**src/rtl/data_bus_initiator.sv**
```systemverilog
// Single-outstanding initiator on the data_m bus: one valid/ready command in, one response out.
// Optional access timeout is enabled by defining BUS_TIMEOUT_EN (limit set by TIMEOUT_CYCLES).
module data_bus_initiator #(
   parameter int unsigned TIMEOUT_CYCLES = 255
) (
   input  logic        clk,
   input  logic        reset,
   input  logic        cmd_valid,
   output logic        cmd_ready,
   input  logic [18:0] cmd_addr,
   input  logic        cmd_wr_en,
   input  logic [1:0]  cmd_bytesel,
   input  logic [15:0] cmd_wdata,
   output logic        rsp_valid,
   input  logic        rsp_ready,
   output logic [15:0] rsp_data,
   output logic        rsp_err,
   output logic        busy,
   output logic [18:0] data_m_addr,
   output logic [15:0] data_m_data_out,
   input  logic [15:0] data_m_data_in,
   output logic        data_m_access,
   input  logic        data_m_ack,
   output logic        data_m_wr_en,
   output logic [1:0]  data_m_bytesel
);

   localparam logic [1:0] StIdle   = 2'd0;
   localparam logic [1:0] StAccess = 2'd1;
   localparam logic [1:0] StResp   = 2'd2;

   logic [1:0]  state_q, state_d;
   logic        cmd_ready_q, cmd_ready_d;
   logic        busy_q, busy_d;
   logic        rsp_valid_q, rsp_valid_d;
   logic [15:0] rsp_data_q, rsp_data_d;
   logic        rsp_err_q, rsp_err_d;
   logic [18:0] addr_q, addr_d;
   logic [15:0] wdata_q, wdata_d;
   logic        access_q, access_d;
   logic        wr_en_q, wr_en_d;
   logic [1:0]  bytesel_q, bytesel_d;
   logic        timeout_hit;
   logic [15:0] lane_mask;

`ifdef BUS_TIMEOUT_EN
   localparam int unsigned CntW = $clog2(TIMEOUT_CYCLES + 1);
   localparam logic [CntW-1:0] CntMax = CntW'(TIMEOUT_CYCLES);

   logic [CntW-1:0] cnt_q, cnt_d;

   always_comb begin
      cnt_d       = cnt_q;
      timeout_hit = 1'b0;
      // Held at zero in IDLE so it is already clear on entry to ACCESS.
      if (state_q == StIdle) begin
         cnt_d = '0;
      end else if (state_q == StAccess && !data_m_ack) begin
         cnt_d       = cnt_q + CntW'(1);
         timeout_hit = (cnt_d == CntMax);
      end
   end

   always_ff @(posedge clk or posedge reset) begin
      if (reset) begin
         cnt_q <= '0;
      end else begin
         cnt_q <= cnt_d;
      end
   end
`else
   logic unused_timeout_cycles;
   assign unused_timeout_cycles = ^TIMEOUT_CYCLES;
   assign timeout_hit = 1'b0;
`endif

   assign lane_mask = {{8{bytesel_q[1]}}, {8{bytesel_q[0]}}};

   always_comb begin
      state_d     = state_q;
      rsp_valid_d = rsp_valid_q;
      rsp_data_d  = rsp_data_q;
      rsp_err_d   = rsp_err_q;
      addr_d      = addr_q;
      wdata_d     = wdata_q;
      access_d    = access_q;
      wr_en_d     = wr_en_q;
      bytesel_d   = bytesel_q;

      case (state_q)
         StIdle: begin
            if (cmd_valid && cmd_ready_q) begin
               addr_d    = cmd_addr;
               wdata_d   = cmd_wdata;
               wr_en_d   = cmd_wr_en;
               bytesel_d = cmd_bytesel;
               access_d  = 1'b1;
               state_d   = StAccess;
            end
         end
         StAccess: begin
            // An ack in the cycle the timeout is reached takes priority.
            if (data_m_ack) begin
               rsp_data_d  = wr_en_q ? 16'h0000 : (data_m_data_in & lane_mask);
               rsp_err_d   = 1'b0;
               rsp_valid_d = 1'b1;
               access_d    = 1'b0;
               wr_en_d     = 1'b0;
               bytesel_d   = 2'b00;
               state_d     = StResp;
            end else if (timeout_hit) begin
               rsp_data_d  = 16'hFFFF;
               rsp_err_d   = 1'b1;
               rsp_valid_d = 1'b1;
               access_d    = 1'b0;
               wr_en_d     = 1'b0;
               bytesel_d   = 2'b00;
               state_d     = StResp;
            end
         end
         StResp: begin
            if (rsp_ready) begin
               rsp_valid_d = 1'b0;
               rsp_data_d  = 16'h0000;
               rsp_err_d   = 1'b0;
               state_d     = StIdle;
            end
         end
         default: begin
            state_d = StIdle;
         end
      endcase

      cmd_ready_d = (state_d == StIdle);
      busy_d      = (state_d != StIdle);
   end

   always_ff @(posedge clk or posedge reset) begin
      if (reset) begin
         state_q     <= StIdle;
         cmd_ready_q <= 1'b1;
         busy_q      <= 1'b0;
         rsp_valid_q <= 1'b0;
         rsp_data_q  <= 16'h0000;
         rsp_err_q   <= 1'b0;
         addr_q      <= '0;
         wdata_q     <= 16'h0000;
         access_q    <= 1'b0;
         wr_en_q     <= 1'b0;
         bytesel_q   <= 2'b00;
      end else begin
         state_q     <= state_d;
         cmd_ready_q <= cmd_ready_d;
         busy_q      <= busy_d;
         rsp_valid_q <= rsp_valid_d;
         rsp_data_q  <= rsp_data_d;
         rsp_err_q   <= rsp_err_d;
         addr_q      <= addr_d;
         wdata_q     <= wdata_d;
         access_q    <= access_d;
         wr_en_q     <= wr_en_d;
         bytesel_q   <= bytesel_d;
      end
   end

   assign cmd_ready       = cmd_ready_q;
   assign busy            = busy_q;
   assign rsp_valid       = rsp_valid_q;
   assign rsp_data        = rsp_data_q;
   assign rsp_err         = rsp_err_q;
   assign data_m_addr     = addr_q;
   assign data_m_data_out = wdata_q;
   assign data_m_access   = access_q;
   assign data_m_wr_en    = wr_en_q;
   assign data_m_bytesel  = bytesel_q;

endmodule

```
**config.mk**
```make
export PLATFORM = sky130hd
export DESIGN_NAME = data_bus_initiator
export DESIGN_NICKNAME = d
export VERILOG_FILES = /design/src/rtl/data_bus_initiator.sv
export SDC_FILE = /design/constraint.sdc
export NUM_CORES = 1
export LEC_CHECK = 0
export ABC_AREA = 1
export CAP_MARGIN = 30
export CORE_MARGIN = 2
export CORE_UTILIZATION = 40
export DETAILED_ROUTE_END_ITERATION = 6
export GPL_ROUTABILITY_DRIVEN = 0
export MAX_ROUTING_LAYER = met4
export PLACE_DENSITY = 0.76
export SLEW_MARGIN = 5
export SYNTH_ARGS = -nofsm -noshare
export SYNTH_HDL_FRONTEND = slang
export SYNTH_SLANG_ARGS = --single-unit
```
**constraint.sdc**
```tcl
create_clock -name clk -period 2.3 [get_ports clk]
set_clock_uncertainty 0.1 [all_clocks]
set_input_delay 0.46 -clock clk [delete_from_list [all_inputs] [get_ports clk]]
set_output_delay 0.46 -clock clk [all_outputs]
set_load 0.03 [all_outputs]
```
# Yosys cells after proc, flatten, opt, wreduce, memory -nomap -nowiden
# Index checks and enable logic that the tools add are counted.
# word_totals
output_inout_bits,59
ff_bits,61
inputBits,59
# op_classes
mux,20
reduce_logical,9
eq_ne,5
n_bitwise,1
# op_table
op,count
2-to-1 mux 16 bit,3
case mux 16 bit (2 select lines),1
AND 16 bit,1
2-to-1 mux 2 bit,5
case mux 1 bit (2 select lines),4
"inequality test 2 bit, second input constant",3
case mux 2 bit (3 select lines),1
AND reduction 3 bit,2
nonzero test 2 bit,3
2-to-1 mux 1 bit,5
zero test 2 bit,2
case mux 2 bit (2 select lines),1
"equality test 2 x 1 -> 1 bit, second input constant",1
"equality test 2 bit, second input constant",1
AND reduction 2 bit,1
logical AND 1 bit,1

# Logic depth before layout (Yosys ltp)
# Gate-level depths: netlist (run 1).
# depth
depth_word,4
mapped_depth,7
depth_no_buf,6

# Worst setup path before layout (run 1)
# Ideal clock, no wire load.
# synth_timing
path_type,reg-to-reg
startpoint,"reg cmd_ready_q, in the netlist cmd_ready"
endpoint,"reg addr_q[0], in the netlist data_m_addr[0]"
arrival_ps,1225
path_stages_with_launch,7
period_less_slack_ps,1391
setup_ps,65
path_slack_ps,909
path_cell_list,dfstp_2 -> nand2_1 -> inv_1 -> buf_2 -> buf_2 -> nand3_1 -> nand2_1
# synth_between
elab_chain_cells,2
# synth_lines
element,line,source
from (decl),33,"logic cmd_ready_q, cmd_ready_d;"
from (signal assigned),153,cmd_ready_q <= cmd_ready_d;
logical AND 1 bit,92,if (cmd_valid && cmd_ready_q) begin
AND reduction 2 bit (no line),n/a,
to (signal assigned),158,addr_q <= addr_d;
to (decl),38,"logic [18:0] addr_q, addr_d;"
# No other way between the ends.
# A chain may end at the register's enable or synchronous reset.

# Worst setup path after layout (run 1)
# layout_timing
startpoint,"reg bytesel_q[0], in the netlist data_m_bytesel[0]"
endpoint,out data_m_bytesel[0]
# layout_rtl
element,line,source
from (decl),42,"logic [1:0] bytesel_q, bytesel_d;"
from (signal assigned),162,bytesel_q <= bytesel_d;
to (decl),25,output logic [1:0] data_m_bytesel
# No word-level cell between the ends.

==> results of run 1 <==
## worst reg2reg max path: cells and delay by family (launching register included)
family | cells | cell delay (ps)
buf+inv | 1 | 140
flops | 1 | 420
simple gates | 4 | 910
## metrics by stage
step	worst slack, ps	power, mW	utilization (%)
after floorplan	257	3.75	-
after global placement	335	5.02	60.7
after detailed placement	280	5.09	60.7
after CTS	127	6.15	64.1
after global routing	94.0	6.47	64.1
final	136	6.10	64.1
## power by group
part / switching (mW) / internal (mW)
sequential: 0.313 / 1.55
combinational: 1.94 / 1.24
clock: 0.416 / 0.635
## flip-flops by register name, indices dropped and copies added, names as in the netlist
name	flops
rsp_data	16
data_m_access	1
busy	1
data_m_addr	19
state_q	2
data_m_bytesel	2
cmd_ready	1
data_m_wr_en	1
data_m_data_out	16
rsp_valid	1
## logic make-up (layout without fill, tap and decap cells)
kind of cell / after synthesis / after routing / synth area share, %
flip-flops: 60 / 60 / 59.0
buffers and inverters: 27 / 150 / 5.35
AND/OR/NAND/NOR: 211 / 211 / 35.5
other: 1 / 1 / 0.147
## layout make-up
type                    instances  area [µm²]  share of cell area (%)
well taps                      77        96.3                    2.41
clock buffers                  11         141                    3.53
clock inverters                 5        75.1                    1.88
multi-input cells             212         908                    22.7
inverters                       8        30.0                   0.750
repair buffers                126        1250                    31.2
flip-flops and latches         60        1500                    37.5
## path summary, 6_finish.rpt
kind | startpoint | endpoint | slack (ps) | depth (start not counted)
min in group asynchronous | reset | data_m_addr[10] | 390 | 2
max in group asynchronous | reset | rsp_data[7] | 1120 | 3
setup / recovery | data_m_bytesel[0] | data_m_bytesel[0] | 140 | 1
hold reg to reg | data_m_addr[8] | data_m_addr[8] | 370 | 2
hold / removal | data_m_addr[8] | data_m_addr[8] | 370 | 2
setup reg to reg | state_q[1] | rsp_data[14] | 670 | 5
## cells in the final DEF (no fill, tap or decap)
cell type        netlist  routed
clkinv_1               1       1
clkinv_2               0       3
nand3_2                2       2
inv_1                  6       5
buf_12                 0       1
clkbuf_8               0      10
dfrtp_1               59      59
inv_2                  1       2
nand3_1               66      66
clkdlybuf4s50_1        0     116
nand3b_1               2       2
bufinv_16              0       2
nand2_2                2       2
dfstp_2                1       1
nor2_2                 2       2
buf_4                  6       9
nand2_1              120     120
nor2_1                17      17
conb_1                 1       1
clkbuf_1               3       1
## per-layer routing
| metal | up-vias | global-route usage [%] | share of wire, % |
|---|---|---|---|
| met2 | 97 | 32.6 | 50 |
| met5 | - | - | 0 |
| met3 | 18 | 4.15 | 5.4 |
| met1 | 1111 | 26.3 | 43 |
| li1 | 1187 | - | - |
| met4 | 0 | 8.65 | 2.4 |
==> out/metrics.csv, run 1 <==
metric,value,unit
Layout area overhead,57.1,%
crit-path cells,clkdlybuf4s50_1,
Synth Cell Area,0.00255,mm²
Max Cap Viol,0,
TritonRoute pass-1 iters,4,
peak supply drop,0.837,mV
Post-synth top flop,dfrtp_1,
Avg Inst Size Synth,8.52,µm²
Area contributors post-synth,"dfrtp_1, nand2_1, nand3_1, nor2_1, buf_2",
Post-DP HPWL,4.80,mm
Ys Warns,0,
CTS root buffer,clkbuf_8,
relative slew slack,64.4,%
CP max FO,10,
largest net degree at the start of global routing,28,
PD cells,1520,mW/mm²
critical path class,reg2out,
initial antenna violation count,0,
post-synth top area share,58.0,%
Die ar.,0.00702,mm²
H-tree level count,3,
Setup Total Neg Slack,0,ps
Post-DP Area,0.00379,mm²
cts hold-fix bufs,0,
f_max,462,MHz
All-Layer GR Usage,20.7,%
number of global-route vias before repair,2381,
final instance area,0.00400,mm²
"EDFF count, synth",0,
WP data arrival,1600,ps
Worst setup EP type,primary output,
Routed WL,6.76,mm
period utilisation layout,94.1,%
I/O Buffers,116,
share of layout cells above drive strength 1,8.06,%
Routed WL per cell,13.6,µm
number of buffers created by CTS,9,
maximum clock path buffer count,2,
unrepaired setup endpoints after global routing,false,
CTS tree,yes,
Final Critical Period,2160,ps
DRC viols,0,
post-synth top area cell,dfrtp_1,
Lkg Pwr,1.98,nW
worst-skew pair later-pin latency,340,ps
# fillers,558,
DIE HEIGHT,83.8,µm
CP startpoint kind,flop,
chip width,83.8,µm
cell family with most CP delay,buffers and inverters,
clk sinks,60,
fin. max-slew vios,0,
syn nets,358,
Antenna Nets Post-Route,0,
clk slew on worst S/H paths,70,ps
Commonest cells post-synth,"nand2_1, nand3_1, dfrtp_1, nor2_1, buf_2",
Starting Density,40.8,%
vias,2413,
final setup fails,0,
HP Class,reg2reg,
Nets,476,
"FF+latch count, synth",60,
Final Hold Vio Count,0,
Diodes inserted,0,
First DRT Iteration DRCs,121,
global-route wire length before repair,11.2,mm
Setup Buffers After CTS,0,
Tightest Pin Transition,533,ps
Worst path slowest cell,clkdlybuf4s50_1,
Worst path max stage delay,740,ps
Synth cell types,16,
GR Overflow Total,0,
register area share after synthesis,59.0,%
top-count cell post-synth,nand2_1,
core area,0.00624,mm²
Ports,118,
post-route non-filler standard cell count,499,
Via density,4.84,
post_cts resized,0,
Inst Count DP,483,
required time of the critical path,1740,ps
status,"complete, no violations",
Mapped Cells,299,
post-synthesis async set-or-reset flop share,100,%
WHS,368,ps
CP Buf/Inv Count,1,
Std-Cell Rows,29,
(Power assumes the default switching activity.)
==> run 2: changes to the inputs <==
--- a/config.mk
+++ b/config.mk
@@ -10,7 +10,7 @@
 export CORE_MARGIN = 2
 export CORE_UTILIZATION = 40
 export DETAILED_ROUTE_END_ITERATION = 6
-export GPL_ROUTABILITY_DRIVEN = 0
+export HOLD_SLACK_MARGIN = 0.03
 export MAX_ROUTING_LAYER = met4
 export PLACE_DENSITY = 0.76
 export SLEW_MARGIN = 5
==> results of run 2 <==
No change in the layout: final DEF, timing and power equal those of run 1.
==> run 3: changes to the inputs <==
--- a/config.mk
+++ b/config.mk
@@ -8,11 +8,12 @@
 export ABC_AREA = 1
 export CAP_MARGIN = 30
 export CORE_MARGIN = 2
-export CORE_UTILIZATION = 40
+export CORE_UTILIZATION = 41
 export DETAILED_ROUTE_END_ITERATION = 6
+export GPL_ROUTABILITY_DRIVEN = 1
 export HOLD_SLACK_MARGIN = 0.03
 export MAX_ROUTING_LAYER = met4
-export PLACE_DENSITY = 0.76
+export PLACE_DENSITY = 0.78
 export SLEW_MARGIN = 5
 export SYNTH_ARGS = -nofsm -noshare
 export SYNTH_HDL_FRONTEND = slang
==> out/metrics.csv, run 3 (same netlist as run 1, synthesis figures left out) <==
metric,value,unit
Final Critical Period,2160,ps
Logic pwr share,52.9,%
I/O Buffers,116,
Worst path slowest cell,clkdlybuf4s50_1,
initial antenna violation count,0,
Int Pwr,3.25,mW
status,"complete, no violations",
Seq pwr share,32.4,%
WHS,311,ps
Routed WL,6.65,mm
H-tree level count,3,
Post-DP HPWL,4.90,mm
Lkg Pwr,1.95,nW
CP Buf/Inv Count,1,
crit-path cells,clkdlybuf4s50_1,
vias,2364,
First DRT Iteration DRCs,157,
Crit. path cell count,1,
worst-skew pair later-pin latency,320,ps
most frequent cells in the layout,"nand2_1, clkdlybuf4s50_1, nand3_1, dfrtp_1, nor2_1",
core area,0.00596,mm²
f_max,463,MHz
GP Congestion,0.818,
Worst setup EP type,primary output,
peak supply drop,0.900,mV
"most common cell after layout, fill and taps aside",nand2_1,
switching share of total power,44.8,%
Setup Buffers After CTS,0,
FF-to-FF path depth,5,
Diodes inserted,0,
Final Hold Vio Count,0,
Die ar.,0.00686,mm²
cell family with most CP delay,buffers and inverters,
number of global-route vias before repair,2272,
required time of the critical path,1740,ps
Via density,4.79,
chip width,82.8,µm
global-route wire length before repair,10.9,mm
HP Class,in2async,
final setup fails,0,
Ports,118,
max reg flops,19,
share of layout cells above drive strength 1,7.64,%
Clock power frac,14.7,%
unrepaired setup endpoints after global routing,false,
CP max FO,10,
fin. max-slew vios,0,
Routed WL per cell,13.5,µm
Layout area overhead,55.2,%
GR Overflow Total,0,
All-Layer GR Usage,20.4,%
period utilisation layout,93.8,%
DRC viols,0,
PD cells,1490,mW/mm²
critical path class,reg2out,
CP startpoint kind,flop,
Max Cap Viol,0,
P_sw,2.63,mW
TritonRoute pass-1 iters,4,
clk slew on worst S/H paths,70,ps
Antenna Nets Post-Route,0,
maximum clock path buffer count,2,
number of buffers created by CTS,9,
Nets,473,
cts hold-fix bufs,0,
DIE HEIGHT,82.8,µm
largest net degree at the start of global routing,47,
WP data arrival,1600,ps
Starting Density,42.8,%
Worst path max stage delay,740,ps
Std-Cell Rows,28,
clk sinks,60,
Setup Total Neg Slack,0,ps
post_cts resized,0,
CTS tree,yes,
CTS root buffer,clkbuf_8,
run 3: cell types whose count changed in the layout (fill, tap and decap cells not counted):
cell | before | now
nor2_4 | 0 | 1
clkinvlp_4 | 0 | 1
buf_4 | 9 | 6
bufinv_16 | 2 | 0
clkbuf_8 | 10 | 12
nor2_2 | 2 | 1
clkbuf_1 | 1 | 0
run 3: path summary, 6_finish.rpt:
path | start | endpoint | slack [ps]
max in group asynchronous | reset | cmd_ready | 1190
worst max-delay path | data_m_wr_en | data_m_wr_en | 140
min in group clk | data_m_data_out[14] | data_m_data_out[14] | 370
worst min-delay path | reset | rsp_data[11] | 310
worst min register to register | data_m_data_out[14] | data_m_data_out[14] | 370
worst max register to register | state_q[1] | rsp_data[2] | 720
run 3: layout make-up:
cell class,count,area (µm²)
Fill cell,514,2000
Sequential cell,60,1500
Timing Repair Buffer,123,1230
Multi-Input combinational cell,212,913
Clock buffer,12,165
Tap cell,75,93.8
Inverter,8,30.0
Clock inverter,4,22.5
run 3: metal layers:
metal	global-route usage, %	up-vias	wire length [µm]
li1	-	1180	-
met1	25.4	1084	2880
met5	-	-	0
met3	5.27	6	491
met2	31.9	94	3210
met4	8.05	0	74
run 3: through the flow:
stage               setup slack (ps)  area, µm²  cells  utilization, %  power (mW)
floorplan                        257       2550    299               -        3.75
global placement                 383       3770    478            63.2        4.98
detailed placement               338       3770    478            63.2        5.05
CTS                              130       3950    494            66.4        5.94
global route                    73.7       3950    494            66.4        6.25
finish                           142       3950    494            66.4        5.88
run 3: power groups by stage:
stage / registers [mW] / clock network [mW] / logic (mW)
2_1_floorplan: 2.77 / 0 / 0.979
3_3_place_gp: 1.90 / 0 / 3.08
3_5_place_dp: 1.90 / 0 / 3.15
4_1_cts: 1.90 / 0.889 / 3.15
5_1_grt: 1.97 / 0.936 / 3.34
6_report: 1.90 / 0.863 / 3.11
